### src/rtl/cam_pkg.sv
// Shared types and helpers for the camera frame sampler.
// Optional build macro: CAM_SAMPLE_INVERT_EN (inverts sampled grayscale).
package cam_pkg;

  typedef enum logic [1:0] {
    IDLE    = 2'd0,
    CAPTURE = 2'd1,
    SKIP    = 2'd2
  } samp_state_t;

  localparam int unsigned GS_BITS   = 8;
  localparam int unsigned DROP_BITS = 16;

  // Polarity shaping applied to every captured sample.
  function automatic logic [GS_BITS-1:0] shape_sample(input logic [GS_BITS-1:0] p);
`ifdef CAM_SAMPLE_INVERT_EN
    return {GS_BITS{1'b1}} - p;
`else
    return p;
`endif
  endfunction

endpackage

### src/rtl/sample_axis_counter.sv
// One raster axis: position counter plus in-window phase tracking, reporting the
// combinational wrap of the current position and whether it is a sample point.
module sample_axis_counter #(
  parameter int unsigned LEN    = 640,
  parameter int unsigned ORIGIN = 80,
  parameter int unsigned STEP   = 16,
  parameter int unsigned DIM    = 30
) (
  input  logic clk,
  input  logic rst,
  input  logic step,
  input  logic restart,
  output logic wrap_c,
  output logic hit_c
);

  localparam int unsigned PW       = $clog2(LEN + 1);
  localparam int unsigned PHW      = $clog2(STEP + 1);
  localparam int unsigned WIN_END  = ORIGIN + DIM * STEP;
  localparam int unsigned HALF     = STEP / 2;
  localparam bit          WIN_AT_0 = (ORIGIN == 0);

  logic [PW-1:0]  pos_q, pos_c, pos_n;
  logic [PHW-1:0] ph_q, ph_c, ph_n;
  logic           win_q, win_c, win_n;

  // restart forces the current element to be position 0 of a new pass
  always_comb begin
    pos_c  = restart ? '0 : pos_q;
    ph_c   = restart ? '0 : ph_q;
    win_c  = restart ? WIN_AT_0 : win_q;
    wrap_c = step && (pos_c == PW'(LEN - 1));
    hit_c  = win_c && (ph_c == PHW'(HALF));
    pos_n  = pos_c;
    ph_n   = ph_c;
    win_n  = win_c;
    if (step) begin
      if (wrap_c) begin
        pos_n = '0;
        ph_n  = '0;
        win_n = WIN_AT_0;
      end else begin
        pos_n = pos_c + PW'(1);
        ph_n  = (!win_c || ph_c == PHW'(STEP - 1)) ? '0 : ph_c + PHW'(1);
        win_n = (pos_n == PW'(ORIGIN)) || (win_c && pos_n != PW'(WIN_END));
      end
    end
  end

  always_ff @(posedge clk) begin
    if (rst) begin
      pos_q <= '0;
      ph_q  <= '0;
      win_q <= WIN_AT_0;
    end else if (step || restart) begin
      pos_q <= pos_n;
      ph_q  <= ph_n;
      win_q <= win_n;
    end
  end

endmodule

### src/rtl/cam_frame_sampler.sv
// Crops a square window from a raster camera stream and centre-samples it down to
// IMG_DIM x IMG_DIM. Build macro CAM_SAMPLE_INVERT_EN inverts the sample polarity.
module cam_frame_sampler
  import cam_pkg::*;
#(
  parameter int unsigned CAM_W   = 640,
  parameter int unsigned CAM_H   = 480,
  parameter int unsigned IMG_DIM = 30,
  parameter int unsigned STEP    = 16,
  parameter int unsigned X0      = 80,
  parameter int unsigned Y0      = 0
) (
  input  logic                 clk,
  input  logic                 rst,
  input  logic [GS_BITS-1:0]   cam_pixel,
  input  logic                 cam_valid,
  input  logic                 cam_sof,
  input  logic                 dst_ready,
  output logic [GS_BITS-1:0]   raw_pixel,
  output logic                 raw_pixel_valid,
  output logic                 EOF,
  output logic                 frame_err,
  output logic [DROP_BITS-1:0] frames_dropped
);

  if (X0 + IMG_DIM * STEP > CAM_W) begin : g_bad_x
    $error("cam_frame_sampler: crop window exceeds CAM_W");
  end
  if (Y0 + IMG_DIM * STEP > CAM_H) begin : g_bad_y
    $error("cam_frame_sampler: crop window exceeds CAM_H");
  end

  samp_state_t        state_q, state_d, eff_state;
  logic               sof_ev, last_pix;
  logic               x_wrap, x_hit, y_wrap, y_hit;
  logic               valid_d, eof_d, err_d, drop_inc;
  logic [GS_BITS-1:0] pix_d;

  assign sof_ev   = cam_valid && cam_sof;
  assign last_pix = x_wrap && y_wrap;

  sample_axis_counter #(.LEN(CAM_W), .ORIGIN(X0), .STEP(STEP), .DIM(IMG_DIM)) u_x_axis (
    .clk    (clk),
    .rst    (rst),
    .step   (cam_valid),
    .restart(sof_ev),
    .wrap_c (x_wrap),
    .hit_c  (x_hit)
  );

  sample_axis_counter #(.LEN(CAM_H), .ORIGIN(Y0), .STEP(STEP), .DIM(IMG_DIM)) u_y_axis (
    .clk    (clk),
    .rst    (rst),
    .step   (x_wrap),
    .restart(sof_ev),
    .wrap_c (y_wrap),
    .hit_c  (y_hit)
  );

  always_ff @(posedge clk) begin
    if (rst) state_q <= IDLE;
    else     state_q <= state_d;
  end

  // A SOF always opens a fresh frame from the current pixel, aborting any frame in flight
  always_comb begin
    state_d   = state_q;
    eff_state = state_q;
    valid_d   = 1'b0;
    eof_d     = 1'b0;
    err_d     = 1'b0;
    drop_inc  = 1'b0;
    pix_d     = raw_pixel;
    if (sof_ev) begin
      err_d     = (state_q != IDLE);
      eff_state = dst_ready ? CAPTURE : SKIP;
      drop_inc  = !dst_ready;
    end
    if (cam_valid) begin
      state_d = eff_state;
      if (eff_state == CAPTURE && x_hit && y_hit) begin
        valid_d = 1'b1;
        pix_d   = shape_sample(cam_pixel);
      end
      if (eff_state != IDLE && last_pix) begin
        state_d = IDLE;
        eof_d   = 1'b1;
      end
    end
  end

  always_ff @(posedge clk) begin
    if (rst) begin
      raw_pixel       <= '0;
      raw_pixel_valid <= 1'b0;
      EOF             <= 1'b0;
      frame_err       <= 1'b0;
      frames_dropped  <= '0;
    end else begin
      raw_pixel       <= pix_d;
      raw_pixel_valid <= valid_d;
      EOF             <= eof_d;
      frame_err       <= err_d;
      if (drop_inc && frames_dropped != '1) frames_dropped <= frames_dropped + DROP_BITS'(1);
    end
  end

endmodule

### config.mk
export PLATFORM = sky130hd
export DESIGN_NAME = cam_frame_sampler
export DESIGN_NICKNAME = d
export VERILOG_FILES = /design/src/rtl/cam_pkg.sv /design/src/rtl/sample_axis_counter.sv /design/src/rtl/cam_frame_sampler.sv
export SDC_FILE = /design/constraint.sdc
export NUM_CORES = 1
export LEC_CHECK = 0
export CAP_MARGIN = 10
export CORE_MARGIN = 5
export CORE_UTILIZATION = 50
export CTS_CLUSTER_DIAMETER = 60
export DETAILED_ROUTE_END_ITERATION = 10
export HOLD_SLACK_MARGIN = 0.06
export PLACE_DENSITY = 0.84
export SYNTH_ARGS = -nofsm -noshare
export SYNTH_HDL_FRONTEND = slang
export SYNTH_SLANG_ARGS = --single-unit
export TNS_END_PERCENT = 20
### constraint.sdc
create_clock -name clk -period 7.81 [get_ports clk]
set_input_delay 2.343 -clock clk [delete_from_list [all_inputs] [get_ports clk]]
set_output_delay 2.343 -clock clk [all_outputs]
set_load 0.03 [all_outputs]
== After elaboration in Yosys (flattened, before gate mapping) ==
Index checks and enable logic that the tools add are counted.

* Register bits after elaboration: 60
* Bits in latches: 0
* RAM bits: 0
* Memory bits (read-only): 0
* Input port bits: 13
* Word-level logic and storage cells: 83
* Memories kept: 0

* Add/sub/neg operators: 5
* $mul: 0
* Divide/modulo/power cells: 0
* Order comparisons: 0
* Eq/ne operators: 11
* Shifts and indexed selects: 0
* Mux-type cells: 26
* Bitwise gates (word level): 2
* Reductions and logical operators: 27

{| class="wikitable"
|+ Operators by type and width
! kind !! number
|-
| $mux 5 || 8
|-
| $mux 10 || 3
|-
| $mux 9 || 3
|-
| $eq 5x4->1 const B || 4
|-
| $add 16x1->16 const B || 1
|-
| $ne 16x16->1 const B || 1
|-
| $logic_and 1x1->1 || 12
|-
| $add 10x1->10 const B || 1
|-
| $add 5x1->5 const B || 2
|-
| $eq 10x10->1 const B || 1
|-
| $eq 10x7->1 const B || 1
|-
| $ne 10x10->1 const B || 1
|-
| $add 9x1->9 const B || 1
|-
| $eq 9x9->1 const B || 1
|-
| $logic_not 9->1 || 1
|-
| $mux 1 || 9
|-
| $ne 9x9->1 const B || 1
|-
| $logic_or 1x1->1 || 6
|-
| $mux 2 || 3
|-
| $reduce_bool 2->1 || 2
|-
| $reduce_or 2->1 || 2
|-
| $logic_not 1->1 || 3
|-
| $eq 2x1->1 const B || 1
|-
| $not 1->1 || 2
|-
| $reduce_and 2->1 || 1
|}

== Logic depth before layout (Yosys ltp) ==
Gate-level depths: netlist (run 1).

* Depth in word-level cells: 8
* Mapped depth: 15
* Mapped depth without buffers: 11

== Cells and area by module ==
Synthesis (run 1) repeated with hierarchy kept, for this count alone.

* Cells, all modules: 378
* Area total of the unflattened synthesis: 3225.6 um2

{| class="wikitable"
|+ Modules (own cells, without submodules)
! module !! instances !! cells each !! area each (um2) !! sequential area each (um2)
|-
| cam_frame_sampler || 1 || 146 || 1327.5 || 580.6
|-
| sample_axis_counter (u_x_axis) || 1 || 128 || 1051.0 || 320.3
|-
| sample_axis_counter (u_y_axis) || 1 || 104 || 847.1 || 300.3
|}

== Worst setup path before layout (run 1) ==
No wires, ideal clock.

* Kind: in2reg
* From: input cam_valid
* To: register u_y_axis.ph_q[3]
* Data arrival time: 4.610 ns
* Data required time: 7.732 ns
* Slack: 3.122 ns
* Cell stages on the path: 15
* Path buffers: 6
* Cell sequence: buf_2 -> nand2_1 -> buf_2 -> buf_1 -> and2_1 -> ha_1 -> buf_2 -> and4_1 -> buf_2 -> nand3_1 -> nor2_1 -> buf_2 -> nand4_1 -> xor2_1 -> nor3_1

* Longest elaborated chain between the ends: 7
* Elaborated cells between the ends (all ways): 17
* Those cells by class: add/sub: 1; eq/ne: 3; mux: 7; reduce/logical: 6

{| class="wikitable"
|+ Ends and longest elaborated chain
! what !! RTL line !! source
|-
| from (decl) || cam_frame_sampler.sv:16 || <nowiki>input logic cam_valid,</nowiki>
|-
| parallel branches: the longest is 7 deep, another holds $add 5x1->5 || n/a ||
|-
| to (signal assigned) || sample_axis_counter.sv:57 || <nowiki>ph_q <= ph_n;</nowiki>
|-
| to (decl) || sample_axis_counter.sv:24 || <nowiki>logic [PHW-1:0] ph_q, ph_c, ph_n;</nowiki>
|}

Parallel ways; which one is timed is not known.
A chain may end at the register's enable or synchronous reset.

== Final worst setup path (run 1) ==
* From: input cam_valid
* To: register u_y_axis.pos_q[3]

* Longest elaborated chain between the ends: 7
* Elaborated cells between the ends (all ways): 11
* Those cells by class: add/sub: 1; eq/ne: 2; mux: 4; reduce/logical: 4

{| class="wikitable"
|+ Ends and longest elaborated chain
! what !! RTL line !! source
|-
| parallel branches: the longest is 7 deep, another holds $add 9x1->9 || n/a ||
|-
| to (signal assigned) || sample_axis_counter.sv:56 || <nowiki>pos_q <= pos_n;</nowiki>
|-
| to (decl) || sample_axis_counter.sv:23 || <nowiki>logic [PW-1:0] pos_q, pos_c, pos_n;</nowiki>
|}

Parallel ways; which one is timed is not known.

==> results of run 1 <==
==> power by group <==
group / leakage [nW] / switching [mW] / internal (mW)
combinational: 0.770 / 0.0194 / 0.0118
clock: 0.127 / 0.120 / 0.229
sequential: 0.484 / 0.00193 / 0.308
==> cell usage in the layout (no fill, tap or decap), drive strengths merged, types with 3 or more instances in the layout <==
master,n
dfxtp,60
ha,10
nor3,12
a21oi,24
nand4,14
and2,5
a31oi,5
xor2,15
nand3b,3
nor2,59
nand3,15
clkbuf,12
nand2b,7
mux2i,12
and4,5
xnor2,11
nand2,38
bufinv,3
clkdlybuf4s50,38
nor4,6
or3,7
and3,6
o21ai,15
nor2b,4
inv,7
==> cell type report <==
type / count / area (um^2) / share of cell area (%)
clock inverter: 4 / 95.09 / 2.418
sequential: 60 / 1201 / 30.54
multi-input combinational: 310 / 1962 / 49.89
timing repair buffer: 40 / 392.9 / 9.990
clock buffer: 12 / 155.1 / 3.945
inverter: 8 / 30.03 / 0.7636
tap: 77 / 96.34 / 2.450
==> registers in the layout, summed over array words and instances, names as in the netlist <==
name,flops
u_y_axis.pos_q,9
raw_pixel,8
u_x_axis.win_q,1
u_y_axis.ph_q,5
state_q,2
u_x_axis.pos_q,10
u_x_axis.ph_q,5
u_y_axis.win_q,1
frame_err,1
raw_pixel_valid,1
EOF,1
frames_dropped,16
==> through the flow <==
stage / util (%) / instance area (um^2) / setup slack, ps
after floorplan: - / 3294 / 3122
after global placement: 57.66 / 3682 / 1781
after detailed placement: 57.66 / 3682 / 1592
after CTS: 61.58 / 3933 / 1921
after global routing: 61.58 / 3933 / 1594
final: 61.58 / 3933 / 1817
==> worst max-delay path by stage <==
stage	start	endpoint	depth (start not counted)
after floorplan	cam_valid	u_y_axis.ph_q[3]	15
after global placement	cam_valid	u_y_axis.pos_q[3]	10
after detailed placement	cam_valid	u_y_axis.pos_q[3]	10
after CTS	cam_valid	u_y_axis.pos_q[3]	10
after global routing	cam_valid	u_y_axis.pos_q[3]	10
final	cam_valid	u_y_axis.pos_q[3]	10
==> logic make-up after synthesis <==
group	synth area share (%)
AND/OR/NAND/NOR	30.99
flip-flops	36.46
XOR/XNOR	6.912
AO/OA/AOI/OAI	14.01
adder cells (fa/ha/maj)	3.798
buffers and inverters	4.178
multiplexers	3.646
==> worst max-delay path, cell delays in order <==
cell             delay, ps
clkdlybuf4s50_1        780
nand2_1                780
and2_1                 250
ha_1                   330
and4_1                 360
nand3_1                120
nor2_1                 610
nand2_1                210
or3_1                  340
a21oi_1                140
==> layer usage <==
| metal | global-route usage, % | vias to the layer above | share of wire (%) |
|---|---|---|---|
| met5 | 0 | - | 0 |
| met4 | 6.479 | 0 | 1.3 |
| met3 | 5.702 | 15 | 5.5 |
| met2 | 31.19 | 93 | 50 |
| met1 | 23.77 | 1416 | 43 |
| li1 | - | 1481 | - |
==> results.tsv, run 1 <==
metric	value	unit
CP Max Fanout	24	
Fin Hold WS	463.6	ps
fin cells	511	
CTS Buf Count	9	
Worst setup EP type	register	
startpoint types	input pin	
Reg-to-Reg Start	u_x_axis.pos_q[0]	
Synth Register Bits	60	
area grow syn2layout	19.37	%
TritonCTS clock tree	yes	
ANT cells	0	
maxcap violations	0	
hold buffers post-CTS	0	
min-delay src	state_q[1]	
reg2reg setup slack	5060	ps
leakage	1.380	nW
skew final	5.845	ps
Die ar.	0.008312	mm^2
Final Hold Vio Count	0	
H-tree Lvls	3	
status	complete, no violations	
ranking of synthesized cells by area	dfxtp_1, nor2_1, nand2_1	
Nets	452	
Worst Hold End	state_q[1]	
HPWL Detailed	5289	um
Slew @ Worst Pin	1168	ps
Synth cell types	62	
Slew Viols, Final	0	
GRT overflow	0	
vias in the first global route	2933	
most frequent cells after synthesis	dfxtp_1, nor2_1, nand2_1	
largest net degree at the start of global routing	59	
Synth async-reset ratio	0	%
io pins	40	
Setup TNS	0	ps
Slew HR	21.50	%
CTS clock-pin slew for the worst setup and hold paths	60	ps
initial cell density of the core	51.59	%
Clock Latency Late Sink	340	ps
Post-CTS Setup Inserts	0	
RSZ-0062 raised after global routing	no	
total clock sinks	60	
# resized after CTS	0	
Peak Freq	166.9	MHz
die width	91.17	um
Initial DRC Count	173	
I/O Buffers	39	
VDD IR max	0.1417	mV
hold crit path type	reg2reg	
Post-synth top flop	dfxtp_1	
Critical Path RT	8080	ps
clk root buf	clkbuf_8	
Die Y	91.17	um
syn_area_per_cell	8.175	um^2
WL per Instance	15.08	um
DRT antenna net count	0	
part of the cycle the worst path needs	76.74	%
global-route wire length before repair	13470	um
row cnt	29	
syn nets	426	
hold depth	2	
GRT Total Usage	19.02	%
Post-Route WL	7708	um
core area	0.006386	mm^2
via count	3005	
CP Data Arrival Time	6260	ps
layout cells sized above 1	6.682	%
Pre-antenna DRT Iters	5	
Avg Vias per Cell	5.881	
# setup viols final	0	
Fillers	539	
synth warn	0	
RePlAce Congestion	0.8469	
top cell type by total area after synthesis	dfxtp_1	
kind of critical path	in2reg	
overall power	0.6897	mW
Seq/Total Area, Yosys	36.46	%
PD cells	175.4	mW/mm^2
Cells after Synth	403	
initial antenna violation count	0	
Residual DRC	0	
number of flops mapped to enable cells by yosys	0	
Synth Cell Area	0.003294	mm^2
R2R Path End	u_y_axis.pos_q[3]	
clock buffer depth	2	
# placed instances	495	
r2r worst-path depth	8	
area share of the largest cell type after synthesis	36.46	%
post-layout min period	5993	ps
top-count cell post-synth	dfxtp_1	
Power figures use the tool's default switching activity.
==> inputs of run 2 (changes only) <==
--- a/config.mk
+++ b/config.mk
@@ -11,7 +11,7 @@
 export CTS_CLUSTER_DIAMETER = 60
 export DETAILED_ROUTE_END_ITERATION = 10
 export HOLD_SLACK_MARGIN = 0.06
-export PLACE_DENSITY = 0.84
+export PLACE_DENSITY = 0.87
 export SYNTH_ARGS = -nofsm -noshare
 export SYNTH_HDL_FRONTEND = slang
 export SYNTH_SLANG_ARGS = --single-unit
==> constraint.sdc (replaced) <==
create_clock -name clk -period 5.1 [get_ports clk]
set_input_delay 1.53 -clock clk [delete_from_list [all_inputs] [get_ports clk]]
set_output_delay 1.53 -clock clk [all_outputs]
set_load 0.03 [all_outputs]
==> run 2 against run 1 <==
Compared with the run above: clock-buffer cell count down 3; first-iteration DRC count up 20%; core utilization fell by 0.71 points; non-clock buffer count up 4; combinational power rose by 59%; routed wire length increased by 1.8%; critical endpoint is now state_q[0]; largest power group is now sequential cells; highest routed layer unchanged.
==> results.tsv, run 2 (synthesis results as in run 1) <==
metric	value	unit
part of the cycle the worst path needs	82.35	%
RSZ-0062 raised after global routing	no	
Residual DRC	0	
commonest non-fill, non-tap cell in the layout	dfxtp_1	
Slew Viols, Final	0	
reg2reg setup slack	2620	ps
startpoint types	input pin	
initial antenna violation count	0	
min-delay src	state_q[1]	
Clock Latency Late Sink	350	ps
H-tree Lvls	3	
WL per Instance	15.23	um
Worst Hold End	state_q[1]	
CTS clock-pin slew for the worst setup and hold paths	70	ps
r2r worst-path depth	7	
skew final	11.76	ps
# placed instances	499	
post-layout min period	4200	ps
hold buffers post-CTS	0	
family with the most delay on the worst path	simple AND/OR/NAND/NOR gates	
CP Max Fanout	17	
I/O Buffers	39	
slowest CP cell	nand4_1	
Reg-to-Reg Start	u_x_axis.pos_q[0]	
kind of critical path	in2reg	
Die ar.	0.008312	mm^2
GRT Total Usage	19.37	%
Biggest register	frames_dropped	
pre-CTS WS	620.6	ps
Pre-antenna DRT Iters	5	
row cnt	29	
core area	0.006386	mm^2
PD cells	233.1	mW/mm^2
Fin Hold WS	479.4	ps
CP Data Arrival Time	4440	ps
Avg Vias per Cell	5.973	
maxcap violations	0	
ANT cells	0	
total clock sinks	60	
overall power	0.9063	mW
critical path's largest stage delay	490	ps
hold crit path type	reg2reg	
crit-path cells	clkdlybuf4s50_1 > nand2_1 > and2_1 > ha_1 > and4_1 > nand4_1 > o21bai_1 > a21oi_1 > a22o_1	
most frequent cells in the layout	dfxtp_1, nor2_1, clkdlybuf4s50_1	
area grow syn2layout	18.00	%
Die Y	91.17	um
io pins	40	
Initial DRC Count	207	
Critical Path RT	5340	ps
global-route wire length before repair	13370	um
design area	0.003887	mm^2
VDD IR max	0.1694	mV
clock buffer depth	2	
Post-Route WL	7846	um
layout cells sized above 1	7.763	%
R2R Path End	state_q[0]	
Worst setup EP type	register	
Setup TNS	0	ps
TritonCTS clock tree	yes	
leakage	1.360	nW
vias in the first global route	2875	
Slew @ Worst Pin	1038	ps
DP Area	0.003712	mm^2
# setup viols final	0	
initial cell density of the core	51.59	%
CTS Buf Count	9	
Post-CTS Setup Inserts	0	
Peak Freq	238.1	MHz
clk root buf	clkbuf_8	
die width	91.17	um
DRT antenna net count	0	
hold depth	2	
Nets	456	
fin cells	515	
Slew HR	30.79	%
Top Registers	frames_dropped (16), u_x_axis.pos_q (10), u_y_axis.pos_q (9)	
# resized after CTS	0	
status	complete, no violations	
Final WS setup	900.3	ps
HPWL Detailed	5484	um
Final Hold Vio Count	0	
buffers and inverters on the worst path	1	
RePlAce Congestion	0.8859	
Util after Layout	60.87	%
largest net degree at the start of global routing	59	
via count	3076	
GRT overflow	0	
max FFs per register	16	
run 2: changes by cell type in the layout (fill, tap and decap cells not counted):
cell        previous run  this run
clkinv_4               0         1
clkbuf_1               1         0
clkinv_2               1         2
buf_4                  1         5
clkbuf_8              11         9
clkinvlp_4             0         2
bufinv_16              3         0
inv_6                  0         2
run 2: worst max path at each step:
| stage | start | endpoint | slack (ps) | cells past startpoint |
|---|---|---|---|---|
| 2_1_floorplan | cam_valid | u_y_axis.ph_q[3] | 1230 | 15 |
| 3_3_place_gp | cam_sof | state_q[0] | 760 | 9 |
| 3_5_place_dp | cam_sof | state_q[0] | 620 | 9 |
| 4_1_cts | cam_sof | state_q[0] | 980 | 9 |
| 5_1_grt | cam_sof | state_q[1] | 700 | 10 |
| 6_report | cam_sof | state_q[0] | 900 | 9 |
run 2: worst reg2reg max path: stages (launching register included):
cell	delay [ps]
dfxtp_1	390
and2_1	180
ha_1	310
and4_1	360
nand4_1	490
o21bai_1	310
a21oi_1	110
a22o_1	230
run 2: layout make-up:
class | count | area, um^2
clock buffer | 9 | 123.9
inverter | 8 | 30.03
clock inverter | 7 | 51.30
fill | 528 | 2499
tap | 77 | 96.34
timing repair buffer | 44 | 422.9
sequential | 60 | 1201
multi-input combinational | 310 | 1962
run 2: where the power goes:
part	internal (mW)	switching, mW
registers	0.471	0.00300
logic	0.0191	0.0304
clock network	0.178	0.205
run 2: layer usage:
metal	vias up	track usage, %	wire length, um
li1	1493	-	-
met1	1457	23.88	3459
met2	108	32.03	3812
met3	18	4.959	425
met4	0	8.068	148
met5	-	0	0
